## src/rtl/sram_bus_arbiter.sv

```systemverilog
// sram_bus_arbiter: round-robin two-master arbiter for the IDE/CDDA/SD-card SRAM windows
`timescale 1ns/1ps
module sram_bus_arbiter #(
    parameter int SETUP_CYCLES = 1,
    parameter int TIMEOUT      = 255
) (
    input  logic        clk,
    input  logic        reset_,
    input  logic        m0_req,
    input  logic        m1_req,
    input  logic [15:0] m0_a,
    input  logic [15:0] m1_a,
    input  logic        m0_we,
    input  logic        m1_we,
    input  logic [7:0]  m0_wdata,
    input  logic [7:0]  m1_wdata,
    output logic [7:0]  m0_rdata,
    output logic [7:0]  m1_rdata,
    output logic        m0_ack,
    output logic        m1_ack,
    output logic        m0_err,
    output logic        m1_err,
    output logic [15:0] sram_a,
    output logic [7:0]  sram_d_out,
    output logic        sram_oe,
    output logic        sram_we,
    output logic        sram_cs_ide,
    output logic        sram_cs_cdda,
    output logic        sram_cs_sdcard,
    input  logic [7:0]  d_from_ide,
    input  logic [7:0]  d_from_cdda,
    input  logic [7:0]  d_from_sdcard,
    input  logic        wait_ide,
    input  logic        wait_cdda,
    input  logic        wait_sdcard,
    output logic        busy
);
    typedef enum logic [1:0] {IDLE, SETUP, ACCESS, DONE} state_t;
    state_t      r_state, w_next;
    logic        r_grant, r_last, r_we, r_err;
    logic [15:0] r_a, r_cnt;
    logic [7:0]  r_wdata, r_m0_rdata, r_m1_rdata;
    logic        w_sel_ide, w_sel_cdda, w_sel_sd, w_wait, w_pick, w_setup_end, w_tmo;
    logic [7:0]  w_din;

    assign w_sel_ide   = r_a[12];
    assign w_sel_cdda  = r_a[12:11] == 2'b01;
    assign w_sel_sd    = r_a[12:11] == 2'b00;
    assign w_wait      = (w_sel_ide & wait_ide) | (w_sel_cdda & wait_cdda) | (w_sel_sd & wait_sdcard);
    assign w_din       = w_sel_ide ? d_from_ide : w_sel_cdda ? d_from_cdda : d_from_sdcard;
    assign w_pick      = (m0_req & m1_req) ? ~r_last : m1_req;
    assign w_setup_end = r_cnt == 16'(SETUP_CYCLES - 1);
    assign w_tmo       = r_cnt == 16'(TIMEOUT - 1);
    assign sram_a      = r_a;
    assign sram_d_out  = r_wdata;
    assign m0_rdata    = r_m0_rdata;
    assign m1_rdata    = r_m1_rdata;

    // State register; reset drops the bus immediately, even mid-transfer
    always_ff @(posedge clk or negedge reset_) begin
        if (!reset_) r_state <= IDLE;
        else         r_state <= w_next;
    end

    // Next state plus strobes, chip selects and completion pulses decoded from state
    always_comb begin
        w_next         = r_state;
        sram_oe        = 1'b0;
        sram_we        = 1'b0;
        sram_cs_ide    = 1'b0;
        sram_cs_cdda   = 1'b0;
        sram_cs_sdcard = 1'b0;
        m0_ack         = 1'b0;
        m1_ack         = 1'b0;
        m0_err         = 1'b0;
        m1_err         = 1'b0;
        busy           = r_state != IDLE;
        case (r_state)
            IDLE: if (m0_req | m1_req) w_next = SETUP;
            SETUP: begin
                sram_we = r_we;
                sram_oe = ~r_we;
                if (w_setup_end) w_next = ACCESS;
            end
            ACCESS: begin
                sram_we        = r_we;
                sram_oe        = ~r_we;
                sram_cs_ide    = w_sel_ide;
                sram_cs_cdda   = w_sel_cdda;
                sram_cs_sdcard = w_sel_sd;
                if (!w_wait || w_tmo) w_next = DONE;
            end
            DONE: begin
                m0_ack = ~r_grant;
                m1_ack = r_grant;
                m0_err = ~r_grant & r_err;
                m1_err = r_grant & r_err;
                w_next = IDLE;
            end
            default: w_next = IDLE;
        endcase
    end

    // Request latch, phase/timeout counter, read-data capture and round-robin history
    always_ff @(posedge clk or negedge reset_) begin
        if (!reset_) begin
            r_grant    <= 1'b0;
            r_last     <= 1'b1;
            r_we       <= 1'b0;
            r_err      <= 1'b0;
            r_a        <= '0;
            r_cnt      <= '0;
            r_wdata    <= '0;
            r_m0_rdata <= '0;
            r_m1_rdata <= '0;
        end else begin
            case (r_state)
                IDLE: if (m0_req | m1_req) begin
                    r_grant <= w_pick;
                    r_a     <= w_pick ? m1_a : m0_a;
                    r_we    <= w_pick ? m1_we : m0_we;
                    r_wdata <= w_pick ? m1_wdata : m0_wdata;
                    r_cnt   <= '0;
                end
                SETUP: r_cnt <= w_setup_end ? '0 : r_cnt + 16'd1;
                ACCESS: if (!w_wait || w_tmo) begin
                    r_err <= w_wait;
                    if (r_grant) r_m1_rdata <= w_wait ? 8'hFF : w_din;
                    else         r_m0_rdata <= w_wait ? 8'hFF : w_din;
                end else begin
                    r_cnt <= r_cnt + 16'd1;
                end
                DONE: r_last <= r_grant;
                default: ;
            endcase
        end
    end
endmodule

```

## config.mk

```make
export PLATFORM = sky130hd
export DESIGN_NAME = sram_bus_arbiter
export DESIGN_NICKNAME = d
export VERILOG_FILES = /design/src/rtl/sram_bus_arbiter.sv
export SDC_FILE = /design/constraint.sdc
export NUM_CORES = 1
export LEC_CHECK = 0
export CORE_ASPECT_RATIO = 1.4
export CORE_MARGIN = 8
export CORE_UTILIZATION = 44
export DETAILED_ROUTE_END_ITERATION = 10
export GPL_ROUTABILITY_DRIVEN = 1
export PLACE_DENSITY = 0.92
export SYNTH_ARGS = -nofsm -noshare
export SYNTH_HDL_FRONTEND = slang
export SYNTH_SLANG_ARGS = --single-unit
```

## constraint.sdc

```tcl
create_clock -name clk -period 2.5 [get_ports clk]
set_clock_uncertainty 0.15 [all_clocks]
set_input_delay 0.75 -clock clk [delete_from_list [all_inputs] [get_ports clk]]
set_output_delay 0.75 -clock clk [all_outputs]
set_load 0.01 [all_outputs]
```

==> flow_metrics.py, run 1 <==
metrics = {
    "outcome": {
        "run_status": "finished, final reports clean",
    },
    "timing": {
        "timing.slew.headroom_pct": 63.9,
        "timing.final.setup_violations": 0,
        "layout_min_cycle_time_ns": 2.45,
        "timing_max_transition_violations_final": 0,
        "maxClockFrequency_mhz": 408,
        "whs_ns": 0.235,
        "fin_crit_sh_pct": 98.1,
        "timing_worst_slew_pin_value_ns": 0.542,
        "final_hold_viol_count": 0,
    },
    "logic_synthesis": {
        "synth_enable_flop_cells": 0,
        "postSynthRegisterBits": 62,
        "synth.avg_cell_area_um2": 9.59,
        "syn-instance-count": 346,
        "postSynth.topFlopCell": "sky130_fd_sc_hd__dfrtp_1",
        "synth.yosys.warnings": 0,
        "cell_variety_after_synth": 43,
        "syn_nets": 434,
        "synth_area_um2": 3320,
        "synth-seq-area-share_pct": 46.8,
        "synth-async-reset-ratio_pct": 100,
    },
    "job": {
        "drv.max_cap_violation_count": 0,
    },
    "critical_path": {
        "worst_setup_path_start_kind": "input pin",
        "crit_required_ns": 2.59,
        "crit_start": "wait_cdda",
        "worst_path_dominant_cell_family": "compound AO/OA/AOI/OAI gates",
        "reg2reg_setup_slack_ns": 0.10,
        "critPathKind": "in -> reg",
        "crit_arrival_ns": 2.55,
        "path_buf_inv": 2,
        "crit_path_cell_trace": "clkdlybuf4s50_1, mux2i_1, a2111oi_2, a21oi_2, or2_1, buf_12, o41ai_2",
        "timing.rr.start": "r_state[0]",
        "r2r_cells": 9,
        "setup.worst_path.end_class": "flop",
        "total_stage_count_of_the_critical_path": 7,
        "max_stage_delay_on_crit_path_ns": 0.47,
        "worst-path-max-fanout": 15,
        "critPathSlowestCell": "sky130_fd_sc_hd__clkdlybuf4s50_1",
    },
    "clock_tree": {
        "htree_num_levels": 3,
        "holdBufCountCts": 0,
        "clk_pin_slew_ns": 0.07,
        "post-cts-setup-buffer-count": 0,
        "ctsLongestPathBuffers": 2,
        "cts_sinks": 62,
        "worst_skew_pair.late_latency_ns": 0.34,
        "tritoncts.num_buffers": 9,
        "ctsRootBufferMaster": "sky130_fd_sc_hd__clkbuf_8",
        "cts_tree": "done",
    },
    "global_routing": {
        "grt_use_total_pct": 19.7,
        "grt_pass1_wl_mm": 16.4,
        "grt_start_max_net_pins": 52,
        "gr-total-overflow": 0,
        "antenna_found_initial": 0,
        "vias_in_the_first_global_route": 3490,
    },
    "placement": {
        "placed_cells_incl_taps": 578,
        "gp_congestion": 0.807,
        "buffers_added_on_ports": 130,
        "placed_area_um2": 4920,
        "post-dp-hpwl_mm": 7.95,
    },
    "layout": {
        "multiInputGateArea_um2": 1690,
        "design_area_um2": 5100,
        "ff_latch_area_um2": 1560,
        "final_common_cell": "sky130_fd_sc_hd__clkdlybuf4s50_1",
        "synth_to_layout_area_growth_pct": 53.7,
        "finalNetCount": 580,
        "num-fill-cells": 566,
        "post-route-util_pct": 69.8,
        "antenna_cells": 0,
        "drive_above_1_share_pct": 14.1,
        "final_cell_mix": "119 x sky130_fd_sc_hd__clkdlybuf4s50_1, 59 x sky130_fd_sc_hd__dfrtp_1, 58 x sky130_fd_sc_hd__o21ai_0",
        "post_layout_nonfiller_instances": 594,
    },
    "floorplan": {
        "initial_utilization_pct": 45.4,
        "io_pins": 131,
        "floorplan.die.height_um": 119,
        "placement_rows": 37,
        "die_w_um": 89.4,
        "placeableCoreArea_um2": 7310,
        "floorplan.die_area_um2": 10600,
    },
    "power": {
        "irDropWorstVdd_mv": 0.649,
        "power_density_nw_per_um2": 999,
        "p_total_mw": 5.10,
        "power_report.internal_total_mw": 3.14,
        "power_frac_seq_pct": 32.5,
        "leakagePower_nw": 2.25,
        "sw_share_pct": 38.4,
        "power.switching_mw": 1.96,
        "p_clk_share_pct": 15.1,
        "logic_pwr_share_pct": 52.4,
    },
    "routing": {
        "avgRoutedWirePerCell_um": 17.1,
        "detailroute.via_count": 3203,
        "drc": 0,
        "dr.first_iter.drc_count": 139,
        "ant_nets": 0,
        "detail_route.wirelength_mm": 10.2,
        "drt_first_pass_iters": 4,
        "via_per_inst": 5.39,
    },
    "min_path": {
        "min_delay_path_class": "in -> async",
    },
}
[metrics by stage]
stage / setup TNS [ns] / worst slack [ns]
after floorplan: 0 / 0.191
after global placement: -2.88 / -0.246
after detailed placement: -5.39 / -0.351
after CTS: 0 / 0.000108
after global routing: -0.0313 / -0.0313
final: 0 / 0.0464
[registers in the layout, summed over array words and instances, names as in the netlist]
signal / cells
m0_rdata: 8
m1_rdata: 8
r_cnt: 16
r_err: 1
r_grant: 1
r_last: 1
r_state: 2
r_we: 1
sram_a: 16
sram_d_out: 8
[power by group through the flow]
stage | combinational (mW) | sequential (mW) | clock (mW)
after floorplan | 1.14 | 1.75 | 0
after global placement | 2.61 | 1.63 | 0
after detailed placement | 2.71 | 1.67 | 0
after CTS | 2.68 | 1.65 | 0.787
after global routing | 2.90 | 1.72 | 0.833
final | 2.67 | 1.66 | 0.772
[routing by layer]
layer / wire [µm] / global-route usage [%]
met2: 5490 / 35.0
met1: 3570 / 19.3
met5: 0 / 0
met3: 926 / 8.60
met4: 201 / 7.42
[cell usage after synthesis, types with 2 or more instances]
| library cell | instances | area share, % |
|---|---|---|
| sky130_fd_sc_hd__dfrtp_1 | 61 | 46 |
| sky130_fd_sc_hd__o21ai_0 | 58 | 8.7 |
| sky130_fd_sc_hd__nand2_1 | 54 | 6.1 |
| sky130_fd_sc_hd__mux2i_1 | 34 | 10 |
| sky130_fd_sc_hd__clkbuf_1 | 13 | 1.5 |
| sky130_fd_sc_hd__a21oi_1 | 12 | 1.8 |
| sky130_fd_sc_hd__nand2b_1 | 10 | 1.9 |
| sky130_fd_sc_hd__inv_1 | 9 | 1.0 |
| sky130_fd_sc_hd__ha_1 | 7 | 2.6 |
| sky130_fd_sc_hd__nand3_1 | 7 | 1.1 |
| sky130_fd_sc_hd__o31ai_2 | 7 | 2.6 |
| sky130_fd_sc_hd__and3_1 | 6 | 1.1 |
| sky130_fd_sc_hd__nor2_1 | 6 | 0.68 |
| sky130_fd_sc_hd__nor2b_1 | 6 | 1.1 |
| sky130_fd_sc_hd__and4_1 | 5 | 1.3 |
| sky130_fd_sc_hd__buf_2 | 5 | 0.75 |
| sky130_fd_sc_hd__o31ai_1 | 5 | 1.1 |
| sky130_fd_sc_hd__a31oi_1 | 4 | 0.75 |
| sky130_fd_sc_hd__and2_1 | 4 | 0.75 |
| sky130_fd_sc_hd__nand4_1 | 4 | 0.75 |
| sky130_fd_sc_hd__buf_1 | 2 | 0.23 |
| sky130_fd_sc_hd__mux2_2 | 2 | 0.68 |
| sky130_fd_sc_hd__nor3b_1 | 2 | 0.45 |
| sky130_fd_sc_hd__nor4_1 | 2 | 0.38 |
| sky130_fd_sc_hd__o211ai_1 | 2 | 0.45 |
| sky130_fd_sc_hd__o21ai_1 | 2 | 0.30 |
[worst paths after layout]
kind / end
min in group clk: sram_d_out[1]
worst max register to register: r_cnt[14]
worst max-delay path: r_cnt[8]
worst min register to register: sram_d_out[1]
max in group asynchronous: sram_a[12]
worst min-delay path: sram_d_out[3]
[cells by family after synthesis]
group                    Yosys count  share of synthesized area, %
AO/OA/AOI/OAI                    101                          19.2
adder cells (fa/ha/maj)            7                          2.64
buffers and inverters             30                          3.81
flip-flops                        62                          46.8
multiplexers                      36                          10.9
AND/OR/NAND/NOR                  110                          16.6
[final cells by class]
class / count / share of cell area [%]
sequential: 62 / 30.5
tap: 97 / 2.38
clock inverter: 4 / 0.441
timing repair buffer: 156 / 30.1
clock buffer: 12 / 2.84
multi-input combinational: 254 / 33.1
inverter: 9 / 0.662
[what timing repair did]
action,in CTS,in global routing
pin swaps,0,1
endpoints found under the setup margin,11,12
endpoints found under the hold margin,0,0
gates cloned,0,0
gates resized for setup,23,11
Note: power is estimated with default switching activity, not from simulation.
==> inputs of run 2 (changes only) <==
Settings changed: CAP_MARGIN set to 40, PLACE_DENSITY 0.92 to unset, PLACE_DENSITY_LB_ADDON set to 0.05.
==> run 2 against run 1 <==
  * Sequential share of layout area fell by 0.73 points
  * Non-clock buffer count rose by 4
  * Maximum frequency is 0.57% higher
  * Combinational power up 4%
  * Die area did not move
  * Sequential power hardly changed
  * Clock-buffer cell count is 1 higher
  * Cell count grew 0.67%
  * Critical path depth shrank 3
  * First-iteration DRC count fell by 0.72%
  * Design area rose by 2.5%
  * Critical endpoint is now sram_oe
==> flow_metrics.py, run 2 (synthesized netlist as in run 1, its figures left out) <==
metrics = {
    "critical_path": {
        "worst-path-max-fanout": 4,
        "reg2reg_setup_slack_ns": 0.13,
        "path_buf_inv": 2,
        "r2r_cells": 5,
        "crit_arrival_ns": 1.54,
        "worst_path_dominant_cell_family": "flip-flops",
        "critPathKind": "reg -> out",
        "setup.worst_path.end_class": "output pin",
        "max_stage_delay_on_crit_path_ns": 0.39,
        "total_stage_count_of_the_critical_path": 4,
        "crit_path_cell_trace": "inv_2, ha_4, nor2b_1, dlygate4sd2_1",
        "worst_setup_path_start_kind": "flop",
        "critPathSlowestCell": "sky130_fd_sc_hd__dfrtp_2",
        "crit_required_ns": 1.60,
    },
    "timing": {
        "timing.final.setup_violations": 0,
        "whs_ns": 0.265,
        "timing.slew.headroom_pct": 70.9,
        "fin_crit_sh_pct": 97.6,
        "timing_max_transition_violations_final": 0,
        "setup_repair_after_global_routing_missed_its_margin": "false",
        "timing_worst_slew_pin_value_ns": 0.434,
        "layout_min_cycle_time_ns": 2.44,
        "maxClockFrequency_mhz": 410,
        "final_hold_viol_count": 0,
    },
    "routing": {
        "drt_first_pass_iters": 4,
        "detailroute.via_count": 3161,
        "drc": 0,
        "via_per_inst": 5.29,
        "top_layer_used": "met4",
        "ant_nets": 0,
        "detail_route.wirelength_mm": 9.70,
        "routed-wl-met3_um": 763,
        "detail_route.wirelength.met1_mm": 3.82,
        "avgRoutedWirePerCell_um": 16.2,
        "dr.first_iter.drc_count": 138,
        "met2WireLength_mm": 4.93,
    },
    "layout": {
        "synth_to_layout_area_growth_pct": 57.5,
        "post_layout_nonfiller_instances": 598,
        "drive_above_1_share_pct": 15.0,
        "finalNetCount": 584,
        "num-fill-cells": 587,
        "final_cell_mix": "119 x sky130_fd_sc_hd__clkdlybuf4s50_1, 59 x sky130_fd_sc_hd__dfrtp_1, 58 x sky130_fd_sc_hd__o21ai_0",
        "final_common_cell": "sky130_fd_sc_hd__clkdlybuf4s50_1",
        "antenna_cells": 0,
    },
    "floorplan": {
        "placeableCoreArea_um2": 7310,
        "placement_rows": 37,
        "io_pins": 131,
        "initial_utilization_pct": 45.4,
        "floorplan.die_area_um2": 10600,
        "floorplan.die.height_um": 119,
        "die_w_um": 89.4,
    },
    "global_routing": {
        "grt_start_max_net_pins": 63,
        "grt_pass1_wl_mm": 16.0,
        "grt_use_total_pct": 19.4,
        "vias_in_the_first_global_route": 3295,
        "antenna_found_initial": 0,
        "gr-total-overflow": 0,
    },
    "clock_tree": {
        "clk_pin_slew_ns": 0.07,
        "cts_tree": "done",
        "tritoncts.num_buffers": 9,
        "ctsLongestPathBuffers": 2,
        "ctsRootBufferMaster": "sky130_fd_sc_hd__clkbuf_8",
        "htree_num_levels": 3,
        "worst_skew_pair.late_latency_ns": 0.35,
        "cts_sinks": 62,
    },
    "placement": {
        "buffers_added_on_ports": 130,
        "post-dp-hpwl_mm": 7.34,
        "placed_cells_incl_taps": 578,
        "gp_congestion": 0.765,
    },
    "power": {
        "leakagePower_nw": 2.32,
        "irDropWorstVdd_mv": 0.536,
        "power_density_nw_per_um2": 1040,
    },
    "outcome": {
        "run_status": "finished, final reports clean",
    },
    "job": {
        "drv.max_cap_violation_count": 0,
    },
    "min_path": {
        "min_delay_path_class": "in -> async",
    },
}
-- run 2: cell type report --
cell class,count,area (µm²),area share [%]
multi-input combinational,254,1720,32.8
timing repair buffer,160,1570,30.0
sequential,62,1560,29.8
clock buffer,13,169,3.23
tap,97,121,2.32
clock inverter,3,65.1,1.24
inverter,9,33.8,0.646
-- run 2: worst reg2reg max path: stages, from the launching register on --
cell	delay (ns)
sky130_fd_sc_hd__dfrtp_1	0.45
sky130_fd_sc_hd__nor4_2	0.40
sky130_fd_sc_hd__nand2_1	0.09
sky130_fd_sc_hd__o41a_1	0.41
sky130_fd_sc_hd__a311oi_1	0.36
sky130_fd_sc_hd__mux2_2	0.39
-- run 2: report_power, final --
part	leakage (nW)	switching (mW)	internal, mW	total [mW]
clock network	0.120	0.390	0.642	1.03
registers	0.785	0.239	1.39	1.63
logic	1.41	1.33	1.44	2.77
total	2.32	1.96	3.47	5.43
-- run 2: what timing repair did --
action / CTS / global route
setup endpoints to repair: 11 / 10
gates cloned: 0 / 0
hold buffers: 0 / 0
gates resized for setup: 23 / 7
setup buffers: 3 / 1
pin swaps: 0 / 1
-- run 2: final timing paths --
check / from / endpoint
min: reset_ / r_cnt[10]
min reg2reg: sram_a[6] / sram_a[6]
min in group clk: sram_a[6] / sram_a[6]
max reg2reg: r_cnt[3] / r_state[1]
max in group asynchronous: reset_ / r_last
max: r_state[1] / sram_oe
-- run 2: layer usage --
layer / vias up / GRT usage [%]
li1: 1533 / -
met1: 1505 / 21.7
met2: 111 / 31.9
met3: 12 / 8.18
met4: 0 / 6.37
met5: - / 0
-- run 2: metrics by stage --
stage	TNS [ns]	area, µm²	power, mW	util (%)	setup WS, ns
global placement	-3.32	4910	4.27	67.2	-0.286
detailed placement	-4.17	4910	4.35	67.2	-0.325
floorplan	0	3320	2.90	-	0.191
CTS	-0.00799	5200	5.48	71.1	-0.00799
global route	0	5230	5.86	71.5	0.0153
finish	0	5230	5.43	71.5	0.0604
